--- src/rtl/div6_seq_pkg.sv ---
// Shared definitions for the sequential restoring divider: FSM state codes,
// default operand width and the iteration-counter width rule.
package div_pkg;

  localparam int DEF_WIDTH = 6;

  typedef enum logic [1:0] {
    IDLE = 2'd0,
    RUN  = 2'd1,
    DONE = 2'd2
  } state_e;

  function automatic int cnt_width(input int width);
    return (width > 1) ? $clog2(width) : 1;
  endfunction

  localparam int DEF_CNT_W = cnt_width(DEF_WIDTH);

endpackage

--- src/rtl/div6_seq_if.sv ---
// Start/done handshake and operand/result bus between the divider and its requester.
interface div6_seq_if #(
  parameter int WIDTH = div_pkg::DEF_WIDTH
);
  logic             start;
  logic [WIDTH-1:0] dividend;
  logic [WIDTH-1:0] divisor;
  logic             busy;
  logic             done;
  logic [WIDTH-1:0] quotient;
  logic [WIDTH-1:0] remainder;
  logic             div_by_zero;

  modport master (
    output start, dividend, divisor,
    input  busy, done, quotient, remainder, div_by_zero
  );

  modport slave (
    input  start, dividend, divisor,
    output busy, done, quotient, remainder, div_by_zero
  );
endinterface

--- src/rtl/div6_seq_sub_prefix.sv ---
// N-bit prefix subtractor a - b: adds ~b with carry-in 1 through a Brent-Kung
// generate/propagate tree; borrow is the inverted carry-out.
module sub_prefix #(
  parameter int N = 7
) (
  input  logic [N-1:0] a,
  input  logic [N-1:0] b,
  output logic [N-1:0] diff,
  output logic         borrow
);
  localparam int LV = $clog2(N);

  logic [N-1:0] prop;

  always_comb begin
    logic [N-1:0] gc, pc, gn, pn;
    gc   = a & ~b;
    pc   = a ^ ~b;
    prop = pc;
    // Carry-in of 1 folded into bit 0 so every prefix G is a carry.
    gc[0] = gc[0] | pc[0];

    for (int l = 0; l < LV; l++) begin
      gn = gc;
      pn = pc;
      for (int i = 0; i < N; i++) begin
        if (((i + 1) % (2 << l)) == 0) begin
          gn[i] = gc[i] | (pc[i] & gc[i - (1 << l)]);
          pn[i] = pc[i] & pc[i - (1 << l)];
        end
      end
      gc = gn;
      pc = pn;
    end

    for (int l = LV - 1; l >= 0; l--) begin
      gn = gc;
      pn = pc;
      for (int i = 0; i < N; i++) begin
        if ((((i + 1) % (2 << l)) == (1 << l)) && ((i + 1) > (2 << l))) begin
          gn[i] = gc[i] | (pc[i] & gc[i - (1 << l)]);
          pn[i] = pc[i] & pc[i - (1 << l)];
        end
      end
      gc = gn;
      pc = pn;
    end

    diff   = prop ^ {gc[N-2:0], 1'b1};
    borrow = ~gc[N-1];
  end
endmodule

--- src/rtl/div6_seq.sv ---
// Sequential unsigned restoring divider: one prefix-subtractor trial per cycle,
// start/done handshake, results held until the next accepted start.
module div6_seq
  import div_pkg::*;
#(
  parameter int WIDTH = DEF_WIDTH
) (
  input  logic       clk,
  input  logic       rst,
  div6_seq_if.slave  bus
);
  localparam int CNT_W = cnt_width(WIDTH);

  localparam logic [1:0] S_IDLE = IDLE;
  localparam logic [1:0] S_RUN  = RUN;
  localparam logic [1:0] S_DONE = DONE;

  logic [1:0]       state_q, state_d;
  logic [WIDTH-1:0] a_q, a_d;
  logic [WIDTH:0]   r_q, r_d;
  logic [WIDTH-1:0] d_q, d_d;
  logic [CNT_W-1:0] cnt_q, cnt_d;
  logic [WIDTH-1:0] quot_q, quot_d;
  logic [WIDTH-1:0] rem_q, rem_d;
  logic             dbz_q, dbz_d;

  logic [WIDTH:0]   trial, diff, r_run;
  logic             borrow, q_bit;
  logic [WIDTH-1:0] a_run;
  // Partial remainder stays below the divisor, so its top bit is never consumed.
  logic             unused_r_msb;

  assign trial        = {r_q[WIDTH-1:0], a_q[WIDTH-1]};
  assign q_bit        = ~borrow;
  assign r_run        = borrow ? trial : diff;
  assign a_run        = {a_q[WIDTH-2:0], q_bit};
  assign unused_r_msb = r_q[WIDTH];

  sub_prefix #(.N(WIDTH + 1)) u_sub (
    .a      (trial),
    .b      ({1'b0, d_q}),
    .diff   (diff),
    .borrow (borrow)
  );

  always_comb begin
    // NOTE: every output gets a default first so no path can infer a latch.
    state_d = state_q;
    a_d     = a_q;
    r_d     = r_q;
    d_d     = d_q;
    cnt_d   = cnt_q;
    quot_d  = quot_q;
    rem_d   = rem_q;
    dbz_d   = dbz_q;
    case (state_q)
      S_IDLE: begin
        if (bus.start) begin
          a_d   = bus.dividend;
          d_d   = bus.divisor;
          r_d   = '0;
          cnt_d = CNT_W'(WIDTH - 1);
          if (bus.divisor == '0) begin
            state_d = S_DONE;
            quot_d  = '1;
            rem_d   = bus.dividend;
            dbz_d   = 1'b1;
          end else begin
            state_d = S_RUN;
          end
        end
      end
      S_RUN: begin
        a_d   = a_run;
        r_d   = r_run;
        cnt_d = cnt_q - 1'b1;
        if (cnt_q == '0) begin
          state_d = S_DONE;
          quot_d  = a_run;
          rem_d   = r_run[WIDTH-1:0];
          dbz_d   = 1'b0;
        end
      end
      S_DONE:  state_d = S_IDLE;
      default: state_d = S_IDLE;
    endcase
  end

  // NOTE: state registers use non-blocking assignments so all flops update together.
  always_ff @(posedge clk or posedge rst) begin
    if (rst) begin
      state_q <= S_IDLE;
      a_q     <= '0;
      r_q     <= '0;
      d_q     <= '0;
      cnt_q   <= '0;
      quot_q  <= '0;
      rem_q   <= '0;
      dbz_q   <= 1'b0;
    end else begin
      state_q <= state_d;
      a_q     <= a_d;
      r_q     <= r_d;
      d_q     <= d_d;
      cnt_q   <= cnt_d;
      quot_q  <= quot_d;
      rem_q   <= rem_d;
      dbz_q   <= dbz_d;
    end
  end

  assign bus.busy        = (state_q == S_RUN);
  assign bus.done        = (state_q == S_DONE);
  assign bus.quotient    = quot_q;
  assign bus.remainder   = rem_q;
  assign bus.div_by_zero = dbz_q;
endmodule

--- src/flat_wrapper.sv ---
// flat-port wrapper written by rule: the top's interface ports become plain ports
module div6_seq_flat import div_pkg::*;
#(
  parameter int WIDTH = DEF_WIDTH
)
  (clk, rst, bus_start, bus_dividend, bus_divisor, bus_busy, bus_done, bus_quotient, bus_remainder, bus_div_by_zero);
  div6_seq_if #(.WIDTH(WIDTH)) bus_i ();
  input  logic clk;
  input  logic rst;
  input wire logic [$bits(bus_i.start)-1:0] bus_start;
  input wire logic [$bits(bus_i.dividend)-1:0] bus_dividend;
  input wire logic [$bits(bus_i.divisor)-1:0] bus_divisor;
  output wire logic [$bits(bus_i.busy)-1:0] bus_busy;
  output wire logic [$bits(bus_i.done)-1:0] bus_done;
  output wire logic [$bits(bus_i.quotient)-1:0] bus_quotient;
  output wire logic [$bits(bus_i.remainder)-1:0] bus_remainder;
  output wire logic [$bits(bus_i.div_by_zero)-1:0] bus_div_by_zero;
  assign bus_i.start = bus_start;
  assign bus_i.dividend = bus_dividend;
  assign bus_i.divisor = bus_divisor;
  assign bus_busy = bus_i.busy;
  assign bus_done = bus_i.done;
  assign bus_quotient = bus_i.quotient;
  assign bus_remainder = bus_i.remainder;
  assign bus_div_by_zero = bus_i.div_by_zero;
  div6_seq #(.WIDTH(WIDTH)) u_core (.clk(clk), .rst(rst), .bus(bus_i));
endmodule
--- config.mk ---
export PLATFORM = sky130hd
export DESIGN_NAME = div6_seq_flat
export DESIGN_NICKNAME = d
export VERILOG_FILES = /design/src/rtl/div6_seq_pkg.sv /design/src/rtl/div6_seq_if.sv /design/src/rtl/div6_seq_sub_prefix.sv /design/src/rtl/div6_seq.sv /design/src/flat_wrapper.sv
export SDC_FILE = /design/constraint.sdc
export NUM_CORES = 1
export LEC_CHECK = 0
export CORE_AREA = 10 10 82 99
export CTS_BUF_LIST = sky130_fd_sc_hd__clkbuf_8
export DETAILED_ROUTE_END_ITERATION = 8
export DIE_AREA = 0 0 92 109
export PLACE_DENSITY = 0.54
export SLEW_MARGIN = 15
export SYNTH_ARGS = -nofsm -noshare
export SYNTH_HDL_FRONTEND = slang
export SYNTH_SLANG_ARGS = --single-unit
--- constraint.sdc ---
create_clock -name clk -period 6 [get_ports clk]
set_input_delay 1.2 -clock clk [delete_from_list [all_inputs] [get_ports clk]]
set_output_delay 1.2 -clock clk [all_outputs]
set_load 0.1 [all_outputs]
Word-level counts from Yosys, hierarchy flattened
Cells that the tools add are included.

word-level totals
  output and inout port bits = 15
  register bits = 36
  input bits = 15
  word-level logic and storage cells = 68

operators by class
  $add $sub $neg = 1
  eq/ne operators = 5
  multiplexer cells = 23
  bitwise logic cells = 23
  reductions and logical operators = 8

operators by type and width
  operator                                                                count
  6-bit 2-to-1 mux                                                        9
  6-bit case mux with 2 select lines                                      4
  1-bit bitwise AND                                                       10
  1-bit OR                                                                9
  7-bit bitwise AND                                                       1
  6-bit NOT with 7-bit output                                             1
  7-bit XOR                                                               1
  6-bit zero test                                                         1
  2-bit 2-to-1 mux                                                        3
  3-bit case mux with 2 select lines                                      1
  2-bit AND reduction                                                     3
  6-bit XOR                                                               1
  2-bit by 1-bit != test with 1-bit output (second input constant)        2
  2-bit case mux with 2 select lines                                      1
  4-bit AND reduction                                                     1
  3-bit zero test                                                         1
  1-bit 2-to-1 mux                                                        3
  3-bit 2-to-1 mux                                                        1
  3-bit by 1-bit subtractor with 3-bit output (second input constant)     1
  2-bit by 1-bit equality test with 1-bit output (second input constant)  1
  2-bit equality test (second input constant)                             1
  2-bit zero test                                                         1
  2-bit != test (second input constant)                                   1
  1-bit case mux with 2 select lines                                      1
  2-bit nonzero test                                                      1

Logic depth before layout (Yosys ltp)
  word-level depth = 14
  gate-level depth with buffers = 10
  gate-level depth less buffers = 10

Cells and area by module
From an unflattened synthesis, not the netlist that was laid out.

unflattened totals
  cell total of the unflattened synthesis = 178
  area, all modules = 1780.5 µm²

modules (own cells, without submodules)
  module      sequential area each (µm²)  area each (µm²)  cells each  times used
  div6_seq    900.9                       1541.5           149         1
  sub_prefix  0.0                         239.0            29          1

Worst setup path before layout
No wires, ideal clock.

  kind = reg2out
  start = register u_core.state_q[1]
  end = output bus_done
  arrival = 1.732 ns
  cell stages (with the launch flop) = 3
  data required time = 4.800 ns
  setup slack = 3.068 ns
  cells stage by stage = dfrtp_1 > inv_1 > nor2_1

between the ends
  word-level cells in the longest chain between the ends = 1

RTL lines
  what                    line                text
  start, declared         div6_seq.sv:18      logic [1:0] state_q, state_d;
  start signal, assigned  div6_seq.sv:101     state_q <= state_d;
  2-bit equality test     div6_seq.sv:113     assign bus.done = (state_q == S_DONE);
  end, declared           flat_wrapper.sv:14  output wire logic [$bits(bus_i.done)-1:0] bus_done;

No other way between the ends.

Worst setup path after layout
  start = register u_core.state_q[1]
  end = output bus_busy

between the ends
  word-level cells in the longest chain between the ends = 1

RTL lines
  what                                            line                text
  2-bit by 1-bit equality test with 1-bit output  div6_seq.sv:112     assign bus.busy = (state_q == S_RUN);
  end, declared                                   flat_wrapper.sv:13  output wire logic [$bits(bus_i.busy)-1:0] bus_busy;

No other way between the ends.

==> results.yml <==
clock_network:
  cts.sink_count: 36
  clock_path_buffers: 2
  postCtsSetupRepairBufs: 0
  cts_hold_buf: 0
  clock_latency_ps: 290
  cts.htree.levels: 2
  clk_pin_slew_ps: 80
  numCtsBuffers: 5
  cts_resized: 0
  cts_tree: "done"
  clock-root-buffer: "clkbuf_8"
critical_path:
  critPathCapture: "bus_busy"
  cp.arrival_ps: 2940
  r2r-start: "u_core.state_q[1]"
  crit_type: "register to output port"
  critPathLaunchType: "register"
  rr_worst_depth: 4
  crit_required_ps: 4800
  startpoint: "u_core.state_q[1]"
  rrSetupSlack_ps: 3670
  path_max_fanout: 26
  r2r_end: "u_core.bus.remainder[3]"
  worstSetupEndpointType: "output port"
synth:
  synth_area_leaders: "dfrtp_1, nand2_1, ha_1"
  synth_area_um2: 1809
  yosys_warnings: 0
  syn_nets: 218
  synth_top_area_share_pct: 49.79
  synth_mux_area_share_pct: 0
  yosysSeqAreaShare_pct: 49.79
  syn_avg_cell_area_um2: 9.374
  synthAdderAreaFrac_pct: 8.160
  synth_compound_area_share_pct: 15.35
  synth-simple-area-share_pct: 20.06
  synthCells: 193
  synthXorXnorAreaFrac_pct: 0.9682
  ys_types: 32
  synth_top_family_by_area: "simple AND/OR/NAND/NOR gates"
  synth_seq_cells: 36
  synth.largest_area_cell: "dfrtp_1"
placed_design:
  dpl.hpwl_mm: 3.315
  dpl.cell_count: 299
  dpl_worst_slack_ps: 2164
  io_buffers: 29
  gp_congestion: 0.7601
routing:
  post_drt_wl_per_cell_um: 14.66
  num_vias: 1464
  drc: 0
  drt-initial-drc-count: 37
  firstDrtPassIters: 4
  viasPerCell: 4.769
  ant_nets: 0
  totalWireLength_mm: 4.502
global_routing:
  grt_usage_pct: 9.316
  grt_max_degree: 37
  grt-ovfl-total: 0
  grt_pass1_vias: 1545
  antenna_found_initial: 0
  grt_pass1_wl_mm: 7.493
timing:
  worst_pin_slew_ps: 986.8
  setup_violations: 0
  fin_tns_setup_ps: 0
  hold_viol: 0
  worst_slack_ps: 1860
  fin_hold_ws_ps: 497.9
  rsz0062_at_grt: "false"
  maxSlewViolCount: 0
  slew_headroom_pct: 34.01
  max_freq_ghz: 0.2415
  skew_ps: 5.866
  fin_crit_ps: 4140
  min_period_over_period_pct: 69.01
floorplan:
  pin_count: 30
  initial_core_util_pct: 28.97
  die_area_um2: 10030
  coreArea_um2: 6246
  fp.dieH_um: 109
  die_w_um: 92
  core.rowCount: 32
outcome:
  status: "finished clean"
cells_and_area:
  fill_cells: 671
  area_growth_pct: 26.56
  layout-drive-gt1-share_pct: 6.306
  nets: 246
  fin_cells: 307
  diodes: 0
job:
  cap_viol_max_count: 0
worst_hold_path:
  min_path_type: "register to register"
## cell usage after synthesis, drive strengths merged
cell type,n
a32o,1
nand3,8
nand2,34
nor2b,1
nor2,22
clkbuf,5
buf,4
fa,3
o22ai,1
nand4,6
a31oi,6
o21ai,13
nand2b,2
o2111ai,1
a21oi,8
dfrtp,36
and2,2
or3b,1
inv,14
a41oi,6
nor4,1
nor3b,1
ha,7
nor3,2
o211ai,4
xor2,2
o2111a,1
a211oi,1
## cells in the final DEF (no fill, tap or decap), types with 2 or more instances in the layout
master	synthesis	routed
clkbuf_8	0	7
o211ai_1	4	4
nand3_1	8	8
clkdlybuf4s50_1	0	29
and2_1	2	2
a41oi_1	5	5
ha_1	7	7
nand2b_1	2	2
xor2_1	2	2
inv_1	13	13
nor2_1	22	22
fa_1	3	3
nor3_1	2	2
o21ai_0	13	13
nand4_1	6	6
a31oi_1	6	6
nand2_1	34	34
a21oi_1	8	8
dfrtp_1	36	36
## final cells by class
| cell class | instances | area [um2] | area share (%) |
|---|---|---|---|
| Sequential cell | 36 | 900.9 | 39.34 |
| Multi-Input combinational cell | 134 | 805.8 | 35.19 |
| Timing Repair Buffer | 30 | 297.8 | 13.01 |
| Tap cell | 85 | 106.4 | 4.645 |
| Clock buffer | 7 | 96.34 | 4.208 |
| Inverter | 14 | 52.55 | 2.295 |
| Clock inverter | 1 | 30.03 | 1.311 |
## worst min-delay path by stage
stage | startpoint | end | slack (ps) | cells after the start
detailed placement | u_core.cnt_q[0] | u_core.cnt_q[0] | 480 | 1
finish | u_core.cnt_q[0] | u_core.cnt_q[0] | 500 | 1
global placement | u_core.cnt_q[0] | u_core.cnt_q[0] | 480 | 1
CTS | u_core.cnt_q[0] | u_core.cnt_q[0] | 500 | 1
floorplan | u_core.cnt_q[0] | u_core.cnt_q[0] | 440 | 1
global route | u_core.cnt_q[0] | u_core.cnt_q[0] | 520 | 1
## metrics by stage
step                      util, %  instance area [um2]
final                       36.66                 2290
after detailed placement    34.64                 2163
after floorplan                 -                 1809
after global placement      34.64                 2163
after CTS                   36.66                 2290
after global routing        36.66                 2290
## worst max-delay path, stage by stage, from the launching register on
cell and delay [ps]:
dfrtp_1 430, nand2b_1 580, inv_2 420, clkdlybuf4s50_1 1210
## per-layer routing
layer	global-route usage [%]	vias to the layer above	routed length, um
met5	0	-	0
li1	-	725	-
met2	15.91	24	2303
met1	10.80	709	1957
met4	3.311	0	62
met3	2.889	6	179
## registers in the layout (all words and copies together), names as in the netlist
| register | flops |
|---|---|
| u_core.a_q | 6 |
| u_core.bus.div_by_zero | 1 |
| u_core.cnt_q | 3 |
| u_core.r_q | 6 |
| u_core.bus.quotient | 6 |
| u_core.state_q | 2 |
| u_core.bus.remainder | 6 |
| u_core.d_q | 6 |
## cell families after synthesis
logic type	Yosys count
buffers and inverters	23
AND/OR/NAND/NOR	80
XOR/XNOR	2
adder cells (fa/ha/maj)	10
flip-flops	36
AO/OA/AOI/OAI	42
Power is not shown: default switching activity piles up to over one toggle a cycle in this logic, so the estimate is an artifact.
